==> config.mk <==
export PLATFORM = sky130hd
export DESIGN_NAME = sa_seq_ctrl
export DESIGN_NICKNAME = d
export VERILOG_FILES = /design/src/rtl/sa_pkg.sv /design/src/rtl/sa_skew_line.sv /design/src/rtl/sa_seq_ctrl.sv
export SDC_FILE = /design/constraint.sdc
export NUM_CORES = 1
export LEC_CHECK = 0
export ABC_AREA = 1
export BUFFER_PORTS_ARGS = -buffer_cell sky130_fd_sc_hd__buf_2
export CAP_MARGIN = 20
export CELL_PAD_IN_SITES_DETAIL_PLACEMENT = 1
export CELL_PAD_IN_SITES_GLOBAL_PLACEMENT = 1
export CORE_ASPECT_RATIO = 2
export CORE_MARGIN = 4
export CORE_UTILIZATION = 43
export CTS_CLUSTER_DIAMETER = 100
export CTS_CLUSTER_SIZE = 10
export DETAILED_ROUTE_END_ITERATION = 8
export GPL_TIMING_DRIVEN = 0
export PLACE_DENSITY_LB_ADDON = 0.1
export SETUP_SLACK_MARGIN = 0.4
export SKIP_CTS_REPAIR_TIMING = 1
export SLEW_MARGIN = 20
export SYNTH_ARGS = -nofsm -noshare
export SYNTH_HDL_FRONTEND = slang
export SYNTH_HIERARCHICAL = 1
export SYNTH_SLANG_ARGS = --single-unit
==> constraint.sdc <==
create_clock -name PE_clk -period 2 [get_ports PE_clk]
set_input_delay 0.1 -clock PE_clk [delete_from_list [all_inputs] [get_ports PE_clk]]
set_output_delay 0.1 -clock PE_clk [all_outputs]
set_load 0.01 [all_outputs]
==> src/rtl/sa_pkg.sv <==
// Shared types for the systolic-array sequencer: PE word types, FSM states
// and the weight sign-extension helper.
package sa_pkg;

  typedef logic signed [8:0]  int9_t;
  typedef logic signed [31:0] int32_t;

  typedef enum logic [2:0] {
    ST_IDLE,
    ST_LOAD_W,
    ST_PUSH_W,
    ST_CALC,
    ST_DRAIN,
    ST_DONE
  } sa_state_t;

  function automatic int32_t sext_w(input int9_t w);
    return {{23{w[8]}}, w};
  endfunction

endpackage

==> src/rtl/sa_skew_line.sv <==
// Fixed-latency shift register carrying a valid bit alongside a data word.
// Output is the last flop, so total latency from input to output is DEPTH.
module sa_skew_line #(
  parameter int DEPTH = 1,
  parameter int WIDTH = 9
) (
  input  logic             PE_clk,
  input  logic             PE_rst_n,
  input  logic             shift_vld,
  input  logic [WIDTH-1:0] shift_data,
  output logic             tap_vld,
  output logic [WIDTH-1:0] tap_data
);

  logic [DEPTH-1:0] vld_sr;
  logic [WIDTH-1:0] dat_sr [DEPTH];

  always_ff @(posedge PE_clk or negedge PE_rst_n) begin
    if (!PE_rst_n) begin
      vld_sr <= '0;
      for (int i = 0; i < DEPTH; i++) dat_sr[i] <= '0;
    end else begin
      vld_sr[0] <= shift_vld;
      dat_sr[0] <= shift_data;
      for (int i = 1; i < DEPTH; i++) begin
        vld_sr[i] <= vld_sr[i-1];
        dat_sr[i] <= dat_sr[i-1];
      end
    end
  end

  assign tap_vld  = vld_sr[DEPTH-1];
  assign tap_data = dat_sr[DEPTH-1];

endmodule

==> src/rtl/sa_seq_ctrl.sv <==
// Weight-stationary systolic-array sequencer: buffers a weight tile, bursts it
// into the array, streams skewed activations and strobes results. Option: SA_BIAS_EN.
//
// state    | meaning
// IDLE     | waiting for start, num_vec latched on start
// LOAD_W   | accepting ROWS weight rows into the tile buffer
// PUSH_W   | ROWS-cycle contiguous store burst, last buffered row first
// CALC     | accepting activation vectors until num_vec issued
// DRAIN    | letting skew and strobe lines empty
// DONE     | one-cycle done pulse
module sa_seq_ctrl
  import sa_pkg::*;
#(
  parameter int ROWS  = 4,
  parameter int COLS  = 4,
  parameter int CNT_W = 16
) (
  input  logic                 PE_clk,
  input  logic                 PE_rst_n,
  input  logic                 start,
  input  logic [CNT_W-1:0]     num_vec,
  input  logic                 w_valid,
  output logic                 w_ready,
  input  logic [COLS*9-1:0]    w_data,
  input  logic                 a_valid,
  output logic                 a_ready,
  input  logic [ROWS*9-1:0]    a_data,
`ifdef SA_BIAS_EN
  input  logic [COLS*32-1:0]   bias_data,
`endif
  output logic                 pe_mode,
  output logic [COLS-1:0]      pe_en_up,
  output logic [COLS*32-1:0]   pe_data_up,
  output logic [ROWS-1:0]      pe_en_left,
  output logic [ROWS*9-1:0]    pe_data_left,
  output logic [COLS-1:0]      res_valid,
  output logic                 busy,
  output logic                 done
);

  localparam int RW = (ROWS > 1) ? $clog2(ROWS) : 1;
  localparam int DW = $clog2(ROWS + COLS);
  localparam logic [RW-1:0] LAST_ROW   = RW'(ROWS - 1);
  localparam logic [DW-1:0] DRAIN_LAST = DW'(ROWS + COLS - 1);

  sa_state_t          state, state_nxt;
  logic [RW-1:0]      row_idx;
  logic [CNT_W-1:0]   vec_left;
  logic [DW-1:0]      drain_cnt;
  logic [COLS*9-1:0]  wbuf [ROWS];
  logic               a_fire;
  logic               mode_nxt;
  logic [COLS-1:0]    en_up_nxt;
  logic [COLS*32-1:0] data_up_nxt;
  logic [COLS*32-1:0] bias_word;
  logic [COLS-1:0]    strobe_vld, strobe_dat;

`ifdef SA_BIAS_EN
  logic [COLS*32-1:0] bias_lat;

  always_ff @(posedge PE_clk or negedge PE_rst_n) begin
    if (!PE_rst_n)                      bias_lat <= '0;
    else if (state == ST_IDLE && start) bias_lat <= bias_data;
  end
  assign bias_word = bias_lat;
`else
  assign bias_word = '0;
`endif

  always_ff @(posedge PE_clk or negedge PE_rst_n) begin
    if (!PE_rst_n) state <= ST_IDLE;
    else           state <= state_nxt;
  end

  always_comb begin
    state_nxt   = state;
    w_ready     = 1'b0;
    a_ready     = 1'b0;
    mode_nxt    = 1'b0;
    en_up_nxt   = '0;
    data_up_nxt = '0;
    case (state)
      ST_IDLE:   if (start) state_nxt = ST_LOAD_W;
      ST_LOAD_W: begin
        w_ready = 1'b1;
        if (w_valid && row_idx == LAST_ROW) state_nxt = ST_PUSH_W;
      end
      ST_PUSH_W: begin
        mode_nxt  = 1'b1;
        en_up_nxt = '1;
        for (int c = 0; c < COLS; c++)
          data_up_nxt[c*32 +: 32] = sext_w(int9_t'(wbuf[row_idx][c*9 +: 9]));
        if (row_idx == '0) state_nxt = (vec_left != '0) ? ST_CALC : ST_DONE;
      end
      ST_CALC: begin
        a_ready     = (vec_left != '0);
        data_up_nxt = bias_word;
        if (a_valid && vec_left == CNT_W'(1)) state_nxt = ST_DRAIN;
      end
      // Bias stays up through DRAIN so farther columns of the last vector still see it.
      ST_DRAIN: begin
        data_up_nxt = bias_word;
        if (drain_cnt == '0) state_nxt = ST_DONE;
      end
      ST_DONE:   state_nxt = ST_IDLE;
      default:   state_nxt = ST_IDLE;
    endcase
  end

  assign a_fire = a_valid && a_ready;
  assign busy   = (state != ST_IDLE);
  assign done   = (state == ST_DONE);

  always_ff @(posedge PE_clk or negedge PE_rst_n) begin
    if (!PE_rst_n) begin
      row_idx   <= '0;
      vec_left  <= '0;
      drain_cnt <= '0;
      for (int r = 0; r < ROWS; r++) wbuf[r] <= '0;
    end else begin
      case (state)
        ST_IDLE: if (start) begin
          vec_left <= num_vec;
          row_idx  <= '0;
        end
        // row_idx parks on the last row so PUSH_W can count it back down to 0.
        ST_LOAD_W: if (w_valid) begin
          wbuf[row_idx] <= w_data;
          if (row_idx != LAST_ROW) row_idx <= row_idx + RW'(1);
        end
        ST_PUSH_W: if (row_idx != '0) row_idx <= row_idx - RW'(1);
        ST_CALC: begin
          if (a_fire) vec_left <= vec_left - CNT_W'(1);
          drain_cnt <= DRAIN_LAST;
        end
        ST_DRAIN: if (drain_cnt != '0) drain_cnt <= drain_cnt - DW'(1);
        default: ;
      endcase
    end
  end

  always_ff @(posedge PE_clk or negedge PE_rst_n) begin
    if (!PE_rst_n) begin
      pe_mode    <= 1'b0;
      pe_en_up   <= '0;
      pe_data_up <= '0;
    end else begin
      pe_mode    <= mode_nxt;
      pe_en_up   <= en_up_nxt;
      pe_data_up <= data_up_nxt;
    end
  end

  for (genvar r = 0; r < ROWS; r++) begin : g_row
    sa_skew_line #(.DEPTH(r + 1), .WIDTH(9)) u_skew (
      .PE_clk     (PE_clk),
      .PE_rst_n   (PE_rst_n),
      .shift_vld  (a_fire),
      .shift_data (a_fire ? a_data[r*9 +: 9] : 9'd0),
      .tap_vld    (pe_en_left[r]),
      .tap_data   (pe_data_left[r*9 +: 9])
    );
  end

  // Column c result leaves the bottom row ROWS cycles after row 0 entry, plus c hops.
  for (genvar c = 0; c < COLS; c++) begin : g_col
    sa_skew_line #(.DEPTH(ROWS + 1 + c), .WIDTH(1)) u_strobe (
      .PE_clk     (PE_clk),
      .PE_rst_n   (PE_rst_n),
      .shift_vld  (a_fire),
      .shift_data (a_fire),
      .tap_vld    (strobe_vld[c]),
      .tap_data   (strobe_dat[c])
    );
    assign res_valid[c] = strobe_vld[c] & strobe_dat[c];
  end

endmodule
Yosys cells after proc, flatten, opt, wreduce, memory -nomap -nowiden
Cells that the tools add are included.

word-level totals
  memory bits (writable) = 0
  input port bits = 93
  register bits = 434
  ROM bits = 0
  memories = 0
  output and inout port bits = 181
  latch bits = 0
  word-level logic and storage cells = 116

operators by class
  bitwise operators = 5
  multiply operators = 0
  $add $sub $neg = 4
  reduce and logical (&&, ||, !) cells = 19
  shift-type cells = 0
  equal/unequal tests = 18
  divide/modulo/power cells = 0
  magnitude comparators = 2
  multiplexer cells = 32

operators by type and width
  kind                   count
  $bwmux 144             1
  $mux 128               1
  $mux 36                3
  $bmux 36 s2            1
  $demux 36 s2           1
  $mux 9                 4
  $mux 16                2
  $pmux 16 s2            1
  $ne 2x2->1 const B     11
  $mux 3                 7
  $eq 16x1->1 const B    1
  $reduce_bool 16->1     1
  $sub 16x1->16 const B  1
  $pmux 3 s5             1
  $reduce_and 5->1       2
  $reduce_bool 3->1      3
  $mux 2                 4
  $eq 3x2->1 const B     2
  $eq 3x3->1 const B     2
  $logic_not 3->1        2
  $pmux 2 s3             1
  $pmux 3 s2             1
  $reduce_bool 2->1      3
  $and 1x1->1            4
  14 further kinds       20

Longest topological paths before layout
Gate-level depths: netlist of run 1.

  word-level depth = 6
  mapped depth = 11

By module
Netlist of run 1, hierarchy kept.

modules (own cells, without submodules)
  module                                 sequential area each (sq um)  area each (sq um)  cells each  times used
  sa_seq_ctrl                            5,129.9                       9,749.4            1,174       1
  sa_skew_line at g_row[3].u_skew        1,001.0                       1,068.5            49          1
  sa_skew_line at g_row[2].u_skew        750.7                         818.3              39          1
  sa_skew_line at g_row[1].u_skew        500.5                         568.0              29          1
  sa_skew_line at g_col[0].u_strobe ...  250.2                         250.2              10          2
  sa_skew_line at g_col[3].u_strobe      400.4                         400.4              16          1
  sa_skew_line at g_col[2].u_strobe      350.3                         350.3              14          1
  sa_skew_line at g_col[1].u_strobe      300.3                         300.3              12          1

Worst setup path before layout of run 1
No wires, ideal clock.

  path type = register to register
  start point = reg vec_left[0]
  end point = reg g_col[0].u_strobe/dat_sr[4] (netlist bit)
  arrival time = 1.632 ns
  clock period less this slack = 1.785 ns
  setup slack = 0.215 ns
  setup time = 0.153 ns
  stages on the path, launching flop included = 10
  buffers on the path = 2
  cell sequence = dfrtp_1 > inv_1 > ha_1 > nand2_1 > nor2_4 > nand2_2 > nand3_1 > buf_2 > buf_4 > inv_1

between the ends
  word-level cells in the longest chain between the ends = 3

ends and longest elaborated chain
  what                             line                text
  from (decl)                      sa_seq_ctrl.sv:48   logic [CNT_W-1:0] vec_left;
  from (signal assigned)           sa_seq_ctrl.sv:123  vec_left <= num_vec;
  from (signal assigned)           sa_seq_ctrl.sv:133  if (a_fire) vec_left <= vec_left - CNT_W'(1);
  $reduce_bool 16->1               sa_seq_ctrl.sv:96   a_ready = (vec_left != '0);
  $mux 1                           sa_seq_ctrl.sv:82   case (state)
  $logic_and 1x1->1                sa_seq_ctrl.sv:110  assign a_fire = a_valid && a_ready;
  net a_fire                       sa_seq_ctrl.sv:51   logic a_fire;
  to (signal, indexed assignment)  sa_skew_line.sv:27  dat_sr[i] <= dat_sr[i-1];
  to (decl)                        sa_skew_line.sv:16  logic [WIDTH-1:0] dat_sr [DEPTH];

The timed path passes the listed nets, and every way through them passes these cells.
A chain may end at the register's enable or synchronous reset.

Worst setup path in the final report of run 1
  start point = reg vec_left[1]
  end point = out a_ready

between the ends
  word-level cells in the longest chain between the ends = 2

ends and longest elaborated chain
  what                line               text
  $reduce_bool 16->1  sa_seq_ctrl.sv:96
  $mux 1              sa_seq_ctrl.sv:82
  to (decl)           sa_seq_ctrl.sv:26  output logic a_ready,

No other way between the ends.

==> flow_metrics.py, run 1 <==
metrics = {
    "clock_tree": {
        "clk_latency_ns": 0.55,
        "clock-sinks": 357,
        "htree_levels": 2,
        "cts_buffers": 41,
        "clkSlewWorstSetupHoldPaths_ns": 0.05,
        "cts_tree": "built",
        "cts.root.buffer_cell": "clkbuf_16",
        "clock_path_buffers": 3,
    },
    "critical_path": {
        "worst-setup-path-type": "flip-flop to primary output",
        "cp_slowest_stage_delay_ns": 0.41,
        "cp.required_ns": 1.90,
        "critical_path.top_delay_family": "flip-flops",
        "cp_slowest_cell": "dfrtp_1",
        "crit_path_end_kind": "primary output",
        "worstPathMaxFanout": 3,
        "crit_chain": "inv_2 > ha_4 > nand2_4 > nor2_4 > a21oi_2 > buf_2",
        "cp_num_buf_inv": 2,
        "reg2reg_slack_ns": 0.26,
        "critPathLaunchType": "flip-flop",
        "critPathArrivalTime_ns": 1.64,
    },
    "timing": {
        "tightest_slew_ns": 0.7579,
        "maxSlewHeadroom": 0.4947,
        "fmax_mhz": 573.1,
        "final-hold-violation-count": 103,
        "grt_setup_unrepaired": "yes",
        "clock-skew-final_ns": 0.01961,
        "setup-violations-final": 0,
        "slew_viol_final": 0,
        "period_needed_ns": 1.745,
        "tns_ns": 0,
        "hold_slack_ns": -0.4371,
        "fin_crit_sh": 0.8724,
    },
    "synth": {
        "asyncSetResetFlopFracSynth": 1.000,
        "synth_top_cell_area_share": 0.6494,
        "synth_nets": 1450,
        "synth_edf_count": 0,
        "synth-seq-area-share": 0.6494,
        "syn_avg_cell_area_um2": 10.17,
        "synth-main-ff-cell": "dfrtp_1",
        "ys_seq_elements": 357,
        "yosysTopAreaCell": "dfrtp_1",
        "yosys-top-cells-area": "dfrtp_1, nand2_1, buf_4",
        "synthesis.area_mm2": 0.01376,
        "synthCells": 1353,
        "yosys_warnings": 6,
        "yosysUniqueCellTypes": 28,
        "synth.top_cells.by_count": "dfrtp_1, nand2_1, o21ai_0",
        "synth.most_common_cell": "dfrtp_1",
    },
    "cells_and_area": {
        "syn2layout_area_growth_pct": 38.89,
        "seq_area_mm2": 0.008950,
        "design_area_mm2": 0.01910,
        "drive_above_1_share": 0.3539,
        "final_core_util": 0.6057,
        "multi_input_area_mm2": 0.003548,
        "num-fill-cells": 3469,
        "fin_nets": 1909,
    },
    "route": {
        "finalWirelength_mm": 43.53,
        "drc": 0,
        "wire_per_inst_um": 19.45,
        "routed_via_density": 4.895,
        "via_count": 10954,
        "ant_nets": 0,
        "first_pass_iters": 5,
        "drtIter0Drc": 374,
    },
    "power": {
        "swShare": 0.3540,
        "pwr-share-seq": 0.403,
        "max-vdd-ir-drop_mv": 0.8574,
        "p_leak_nw": 10.33,
        "p_sw_mw": 9.376,
        "clkPwrFrac": 0.245,
        "internal_power_mw": 17.11,
        "combPwrFrac": 0.351,
        "power_density_mw_per_mm2": 1386,
    },
    "floorplan": {
        "io_pins": 274,
        "initial_core_util": 0.4361,
        "die_h_um": 260.9,
        "floorplan.die.width_um": 134.5,
        "core_area_mm2": 0.03154,
        "row_count": 92,
        "die_area_mm2": 0.03509,
    },
    "status": {
        "outcome": "finished with violations",
        "violations": "hold timing",
    },
    "min_path": {
        "hold_class": "input port to async pin",
    },
    "placement": {
        "hpwl_mm": 26.48,
        "gp_congestion": 0.8325,
        "place.port_buffers": 272,
        "dpl_cell_area_mm2": 0.01575,
    },
    "global_route": {
        "grt_pass1_vias": 11207,
        "grt_max_degree": 104,
        "grt.overflow.total": 0,
        "grt_antenna_before_repair": 0,
        "grt_pass1_wl_mm": 58.59,
        "grt.total_usage": 0.2113,
    },
    "run": {
        "drv_cap": 0,
    },
}
-- area by class of cell --
type | instances | share of cell area
antenna | 1 | 0.0001310
buffer | 183 | 0.08108
clock buffer | 41 | 0.05370
clock inverter | 4 | 0.003733
inverter | 108 | 0.02194
multi-input combinational | 705 | 0.1857
sequential | 357 | 0.4685
tap | 423 | 0.02770
timing repair buffer | 416 | 0.1575
-- kinds of logic (layout without fill, tap and decap cells) --
logic type / after synthesis / in the layout / synth area share
simple gates: 456 / 456 / 0.1306
flops: 357 / 357 / 0.6494
buf+inv: 291 / 752 / 0.1162
compound gates: 243 / 243 / 0.09887
fa+ha+maj: 4 / 4 / 0.003638
xor+xnor: 2 / 2 / 0.001274
other cells: 0 / 1 / 0
-- stage by stage --
step / total power, mW / setup slack [ns] / std cells
finish: 26.49 / 0.2552 / 2238
CTS: 24.61 / -0.3554 / 2096
global placement: 17.63 / -5.849 / 2048
floorplan: 15.08 / 0.4160 / 1353
global route: 28.06 / 0.1374 / 2237
detailed placement: 18.01 / -0.3252 / 2051
-- state kept, by name, summed over array words and instances, names as in the netlist --
register,count
g_col.u_strobe/dat_sr,22
g_col.u_strobe/vld_sr,26
pe_en_up,1
g_row.u_skew/tap_vld,1
g_row.u_skew/vld_sr,9
g_row.u_skew/dat_sr,54
drain_cnt,3
row_idx,2
g_col.u_strobe/tap_data,4
state,3
vec_left,16
pe_data_up,36
wbuf,144
g_row.u_skew/tap_data,36
-- metal layers --
layer | wire length (um) | global-route usage
met5 | 0 | 0
met2 | 25180 | 0.4113
met1 | 14690 | 0.2204
met3 | 1921 | 0.04037
met4 | 1747 | 0.08069
-- cell usage in the layout (no fill, tap or decap), types with 3 or more instances in the layout --
cell type      instances
a21oi_1                6
a22oi_1               36
a31oi_1               32
a31oi_2                4
buf_12                 8
buf_16                 3
buf_2                277
buf_4                159
buf_6                 27
buf_8                 13
clkbuf_16             52
clkbuf_2               3
clkbuf_4               9
dfrtp_1              344
dfrtp_2               13
dlygate4sd3_1         87
ha_1                   3
inv_1                102
inv_2                  3
nand2_1              335
nand2_2               16
nand2_4                4
nand3_1               19
nand3_4                5
nor2_1                51
nor2_2                12
nor2_4                 8
o21ai_0              112
o21ai_1               37
o21ai_2               10
-- final timing paths --
kind,cells past startpoint,endpoint,start
setup / recovery,6,a_ready,vec_left[1]
hold / removal,1,pe_data_up[34],PE_rst_n
setup reg to reg,6,wbuf[76],state[2]
hold reg to reg,0,g_col[1].u_strobe/vld_sr[5],g_col[1].u_strobe/vld_sr[4]
max in group asynchronous,3,g_row[2].u_skew/dat_sr[14],PE_rst_n
min in group PE_clk,5,vec_left[0],num_vec[0]
-- power groups by stage --
stage / registers (mW) / logic (mW) / clock network (mW)
finish: 10.7 / 9.31 / 6.50
global route: 10.9 / 10.2 / 6.94
CTS: 10.5 / 7.45 / 6.62
detailed placement: 10.6 / 7.39 / 0
global placement: 10.5 / 7.12 / 0
floorplan: 10.4 / 4.70 / 0
(Power assumes the default switching activity.)
==> inputs of run 2 (changes only) <==
--- a/config.mk
+++ b/config.mk
@@ -13,5 +13,5 @@
 export CORE_ASPECT_RATIO = 2
 export CORE_MARGIN = 4
-export CORE_UTILIZATION = 43
+export CORE_UTILIZATION = 39
 export CTS_CLUSTER_DIAMETER = 100
 export CTS_CLUSTER_SIZE = 10
==> constraint.sdc (replaced) <==
create_clock -name PE_clk -period 1.42 [get_ports PE_clk]
set_input_delay 0.071 -clock PE_clk [delete_from_list [all_inputs] [get_ports PE_clk]]
set_output_delay 0.071 -clock PE_clk [all_outputs]
set_load 0.005 [all_outputs]
==> run 2 against run 1 <==
  * The run ends with hold timing, setup timing left
  * Power up 70%
  * First-iteration DRC count grew 15%
  * Clock-buffer cell count unchanged
  * Clock power is 43% higher
  * Final area grew 19%
  * Final cell count rose by 4.4%
  * Sequential share of layout area decreased by 7.3 points
  * Die area grew 9.8%
  * Critical path type is now flip-flop to flip-flop
  * Critical endpoint is now wbuf[90]
  * Largest cell class unchanged
  * Largest power group is now combinational logic
==> flow_metrics.py, run 2 (synthesis results as in run 1) <==
metrics = {
    "status": {
        "outcome": "finished with violations",
        "violations": "hold timing, setup timing",
    },
    "clock_tree": {
        "cts.root.buffer_cell": "clkbuf_16",
        "clk_latency_ns": 0.56,
        "cts_tree": "built",
        "cts_buffers": 41,
        "clock_path_buffers": 3,
        "clkSlewWorstSetupHoldPaths_ns": 0.06,
        "clock-sinks": 357,
        "htree_levels": 2,
    },
    "power": {
        "swShare": 0.3570,
        "power_density_mw_per_mm2": 1984,
        "p_leak_nw": 11.41,
        "internal_power_mw": 28.91,
        "max-vdd-ir-drop_mv": 1.143,
        "power_mw": 44.96,
        "clkPwrFrac": 0.207,
        "p_sw_mw": 16.05,
        "pwr-share-seq": 0.348,
        "combPwrFrac": 0.445,
    },
    "floorplan": {
        "floorplan.die.width_um": 140.8,
        "io_pins": 274,
        "die_area_mm2": 0.03852,
        "row_count": 97,
        "die_h_um": 273.6,
        "initial_core_util": 0.3935,
        "core_area_mm2": 0.03495,
    },
    "global_route": {
        "grt_max_degree": 94,
        "grt_antenna_before_repair": 1,
        "grt_pass1_vias": 11209,
        "grt_pass1_wl_mm": 59.07,
        "grt.total_usage": 0.1920,
        "grt.overflow.total": 0,
    },
    "critical_path": {
        "crit_path_end_kind": "flip-flop",
        "cp_num_buf_inv": 5,
        "cp_common_cell": "buf_12",
        "critPathArrivalTime_ns": 2.23,
        "critical_path.top_delay_family": "buffers and inverters",
        "cp.required_ns": 1.84,
        "reg2reg_slack_ns": -0.38,
        "worstPathMaxFanout": 7,
        "startpoint": "state[1]",
        "crit_chain": "buf_6 > nor3_4 > buf_12 > buf_12 > nand3_4 > buf_12 > clkbuf_16 > nand2_2 > o21ai_1",
        "worst-setup-path-type": "flip-flop to flip-flop",
        "cp_slowest_stage_delay_ns": 0.37,
        "reg2reg_to": "wbuf[90]",
        "r2r_start": "state[1]",
        "r2r_cells": 9,
        "critPathLaunchType": "flip-flop",
        "cp_slowest_cell": "dfrtp_1",
    },
    "route": {
        "drtIter0Drc": 431,
        "via_count": 11777,
        "routed_via_density": 5.042,
        "ant_nets": 0,
        "finalWirelength_mm": 51.11,
        "wire_per_inst_um": 21.88,
        "first_pass_iters": 4,
        "drc": 0,
    },
    "timing": {
        "fin_crit_sh": 1.270,
        "setup_slack_ns": -0.3838,
        "final-hold-violation-count": 91,
        "grt_setup_unrepaired": "yes",
        "hold_slack_ns": -0.4513,
        "clock-skew-final_ns": 0.01993,
        "setup-violations-final": 345,
        "period_needed_ns": 1.804,
        "maxSlewHeadroom": 0.3766,
        "fmax_mhz": 554.4,
        "slew_viol_final": 0,
        "tightest_slew_ns": 0.9350,
    },
    "cells_and_area": {
        "drive_above_1_share": 0.5058,
        "fin_nets": 1985,
        "design_area_mm2": 0.02266,
        "final_cell_mix": "dfrtp_1, buf_6, nand2_1",
        "largestRegisters": "wbuf: 144 flops, g_row.u_skew/dat_sr: 54 flops",
        "syn2layout_area_growth_pct": 64.76,
        "layout_commonest_cell": "dfrtp_1",
        "num-fill-cells": 3435,
        "largest_reg_flops": 144,
        "regMostFlops": "wbuf",
    },
    "placement": {
        "gp_congestion": 0.7751,
        "dpl_cell_area_mm2": 0.01614,
        "hpwl_mm": 26.56,
        "place.port_buffers": 272,
    },
    "run": {
        "drv_cap": 0,
    },
    "min_path": {
        "hold_class": "input port to async pin",
    },
}
[run 2: worst reg2reg max path, cell delays in order, from the launching register on]
cell,delay [ns]
dfrtp_1,0.37
buf_6,0.14
nor3_4,0.22
buf_12,0.17
buf_12,0.11
nand3_4,0.13
buf_12,0.24
clkbuf_16,0.16
nand2_2,0.06
o21ai_1,0.09
[run 2: area by class of cell]
class | instances | area [um2] | area share
clock buffers | 41 | 1026 | 0.04527
clock inverters | 4 | 65.06 | 0.002871
flip-flops and latches | 357 | 8965 | 0.3956
inverters | 108 | 430.4 | 0.01899
plain buffers | 183 | 2186 | 0.09645
repair buffers | 490 | 4842 | 0.2136
diodes | 1 | 2.502 | 0.0001104
well taps | 445 | 556.8 | 0.02457
multi-input cells | 707 | 4591 | 0.2026
[run 2: per-layer routing]
metal  wire length [um]  vias up  global-route usage
li1                   -     5252                   -
met1              16450     6015              0.1961
met2              29950      366              0.3745
met3               2172      144             0.04126
met4               2531        0             0.07147
met5                  0        -                   0
[run 2: worst max-delay path by stage]
stage,slack (ns),to,depth (start not counted)
2_1_floorplan,-0.12,vec_left[2],10
3_3_place_gp,-6.53,g_row[0].u_skew/tap_vld,1
3_5_place_dp,-0.72,wbuf[87],5
4_1_cts,-0.75,wbuf[87],5
5_1_grt,-0.47,wbuf[98],9
6_report,-0.38,wbuf[90],9
[run 2: through the flow]
step	instances	worst slack, ns	utilization	setup TNS [ns]
final	2336	-0.3838	0.6484	-69.95
after floorplan	1353	-0.1185	-	-14.24
after detailed placement	2073	-0.7204	0.4618	-126.84
after global placement	2070	-6.531	0.4592	-2418.38
after CTS	2118	-0.7458	0.4931	-153.14
after global routing	2336	-0.4665	0.6484	-92.10
[run 2: power groups by stage]
stage | sequential (mW) | clock [mW] | combinational, mW
floorplan | 14.5 | 0 | 7.09
global placement | 14.8 | 0 | 10.4
detailed placement | 15.0 | 0 | 10.8
CTS | 14.8 | 9.40 | 10.9
global route | 15.9 | 9.90 | 21.3
finish | 15.7 | 9.30 | 20.0
==> inputs of run 3 (changes only) <==
CORE_UTILIZATION = 37   (was 39)
SYNTH_HIERARCHICAL = default   (was 1)
==> run 3 against run 2 <==
  * Register-to-register slack improved by 0.07 ns
  * The run still ends with hold timing, setup timing left
  * Clock power fell by 13%
  * Critical endpoint is now a_ready
  * Critical path depth fell by 1
  * Routed wire length fell by 18%
  * Global-route usage barely moved
  * Die area fell by 3.9%
  * Critical path type is now flip-flop to primary output
  * Worst setup slack improved by 0.043 ns
  * Sequential power fell by 15%
==> flow_metrics.py, run 3 <==
metrics = {
    "synth": {
        "yosysTopAreaCell": "dfrtp_1",
        "syn_avg_cell_area_um2": 9.628,
        "synth_nets": 1398,
        "ys_seq_elements": 303,
        "synth-seq-area-share": 0.6058,
        "synth.most_common_cell": "nand2_1",
        "synthesis.area_mm2": 0.01252,
        "asyncSetResetFlopFracSynth": 1.000,
        "yosys-top-cells-area": "dfrtp_1, nand2_1, buf_4",
        "synth_top_cell_area_share": 0.6058,
        "synth-main-ff-cell": "dfrtp_1",
        "synthCells": 1300,
        "synth_edf_count": 0,
        "yosysUniqueCellTypes": 32,
        "synth.top_cells.by_count": "nand2_1, dfrtp_1, o21ai_0",
        "yosys_warnings": 0,
    },
    "timing": {
        "grt_setup_unrepaired": "yes",
        "maxSlewHeadroom": 0.6246,
        "period_needed_ns": 1.761,
        "setup_slack_ns": -0.3405,
        "final-hold-violation-count": 103,
        "clock-skew-final_ns": 0.01754,
        "setup-violations-final": 334,
        "slew_viol_final": 0,
        "tightest_slew_ns": 0.5630,
        "fin_crit_sh": 1.240,
        "fmax_mhz": 568.0,
        "hold_slack_ns": -0.5275,
    },
    "critical_path": {
        "startpoint": "state[2]",
        "reg2reg_slack_ns": -0.31,
        "cp.required_ns": 1.35,
        "cp_slowest_cell": "dfrtp_1",
        "cp_num_buf_inv": 6,
        "path_depth": 8,
        "worstPathMaxFanout": 10,
        "worst-setup-path-type": "flip-flop to primary output",
        "critPathArrivalTime_ns": 1.69,
        "crit_path_end_kind": "primary output",
        "critPathLaunchType": "flip-flop",
        "critical_path.top_delay_family": "buffers and inverters",
        "crit_end": "a_ready",
        "crit_chain": "inv_4 > nand3_4 > inv_4 > buf_8 > buf_12 > nand2_2 > inv_1 > buf_2",
        "r2r_start": "vec_left[10]",
        "r2r_cells": 11,
        "reg2reg_to": "vec_left[9]",
        "cp_common_cell": "inv_4",
        "cp_slowest_stage_delay_ns": 0.43,
    },
    "power": {
        "power_density_mw_per_mm2": 1921,
        "p_leak_nw": 9.992,
        "max-vdd-ir-drop_mv": 1.025,
    },
    "cells_and_area": {
        "seq_area_mm2": 0.007612,
        "fin_cells": 2232,
        "num-fill-cells": 3607,
        "layout_commonest_cell": "dfrtp_1",
        "syn2layout_area_growth_pct": 53.39,
        "largestRegisters": "wbuf: 144 flops, g_row.u_skew.dat_sr: 54 flops",
        "multi_input_area_mm2": 0.003926,
        "final_cell_mix": "dfrtp_1, nand2_1, buf_2",
        "final_core_util": 0.5728,
        "regMostFlops": "wbuf",
        "antenna_cells": 0,
        "largest_reg_flops": 144,
        "fin_nets": 1890,
        "drive_above_1_share": 0.4271,
    },
    "floorplan": {
        "row_count": 95,
        "floorplan.die.width_um": 138.1,
        "die_area_mm2": 0.03701,
        "io_pins": 274,
        "die_h_um": 268.1,
        "initial_core_util": 0.3734,
        "core_area_mm2": 0.03352,
    },
    "clock_tree": {
        "clkSlewWorstSetupHoldPaths_ns": 0.07,
        "clock_path_buffers": 3,
        "cts_buffers": 36,
        "clk_latency_ns": 0.54,
        "cts.root.buffer_cell": "clkbuf_16",
        "cts_tree": "built",
        "clock-sinks": 303,
        "htree_levels": 2,
    },
    "route": {
        "ant_nets": 0,
        "via_count": 10697,
        "drtIter0Drc": 337,
        "wire_per_inst_um": 18.72,
        "routed_via_density": 4.793,
        "finalWirelength_mm": 41.78,
        "first_pass_iters": 4,
        "drc": 0,
    },
    "run": {
        "drv_cap": 0,
    },
    "global_route": {
        "grt_max_degree": 94,
        "grt_pass1_wl_mm": 57.15,
        "grt.overflow.total": 0,
        "grt_pass1_vias": 10555,
        "grt.total_usage": 0.1917,
        "grt_antenna_before_repair": 0,
    },
    "min_path": {
        "hold_class": "input port to async pin",
    },
    "placement": {
        "dp.cells": 2012,
        "gp_congestion": 0.7944,
        "hpwl_mm": 25.71,
        "place.port_buffers": 273,
    },
    "status": {
        "outcome": "finished with violations",
        "violations": "hold timing, setup timing",
    },
}
==> run 3: report_power, final <==
part | leakage [nW] | internal (mW) | switching (mW)
Combinational | 5.53 | 7.86 | 7.50
Clock | 0.472 | 4.56 | 3.54
Sequential | 3.99 | 11.5 | 1.96
Total | 9.99 | 23.9 | 13.0
==> run 3: worst register-to-register path, stage by stage, from the launching register on <==
cell       delay, ns
dfrtp_2         0.44
nor2_2          0.16
nand2_2         0.10
nor2_4          0.15
nand2_4         0.09
buf_4           0.14
nand3_2         0.10
nand2_2         0.08
nand2_4         0.13
clkbuf_16       0.17
nand2_1         0.06
nand2_1         0.06
==> run 3: worst min path at each step <==
| stage | start | end | slack [ns] |
|---|---|---|---|
| finish | PE_rst_n | vec_left[3] | -0.53 |
| global route | PE_rst_n | vec_left[2] | -0.48 |
| CTS | PE_rst_n | vec_left[3] | -0.50 |
| detailed placement | PE_rst_n | vec_left[3] | 0.07 |
| global placement | a_data[1] | g_row[0].u_skew.tap_data[1] | 0.28 |
| floorplan | PE_rst_n | drain_cnt[0] | -0.22 |
==> run 3: layer usage <==
metal / vias up / track usage / share of wire
met5: - / 0 / 0
met4: 0 / 0.06148 / 0.038
met3: 87 / 0.03793 / 0.040
met2: 281 / 0.3792 / 0.57
met1: 5333 / 0.2012 / 0.35
li1: 4996 / - / -
==> run 3: logic make-up (layout without fill, tap and decap cells) <==
| logic type | after synthesis | after routing | synth area share |
|---|---|---|---|
| DFF | 303 | 303 | 0.6058 |
| and+or+nand+nor | 452 | 454 | 0.1451 |
| buffers and inverters | 292 | 786 | 0.1324 |
| adders and majority gates | 5 | 5 | 0.004998 |
| AOI/OAI and AO/OA | 245 | 245 | 0.1096 |
| xor gates and xnor gates | 3 | 3 | 0.002100 |
==> run 3: cell type report <==
class,count,area share
sequential,303,0.3965
multi-input combinational,707,0.2045
timing repair buffer,451,0.1990
buffer,187,0.09919
clock buffer,38,0.04731
tap,436,0.02841
inverter,105,0.02183
clock inverter,4,0.002802
timing repair inverter,1,0.0004562
==> run 3: metrics by stage <==
stage	setup WS [ns]	area, um2	total power [mW]	setup TNS, ns
after floorplan	-0.02479	12880	20.02	-0.2470
after global placement	-6.002	14790	23.60	-1688.34
after detailed placement	-0.4653	14880	24.08	-62.74
after CTS	-0.5897	15850	32.39	-74.97
after global routing	-0.4145	19200	39.20	-72.15
final	-0.3405	19200	36.88	-51.72
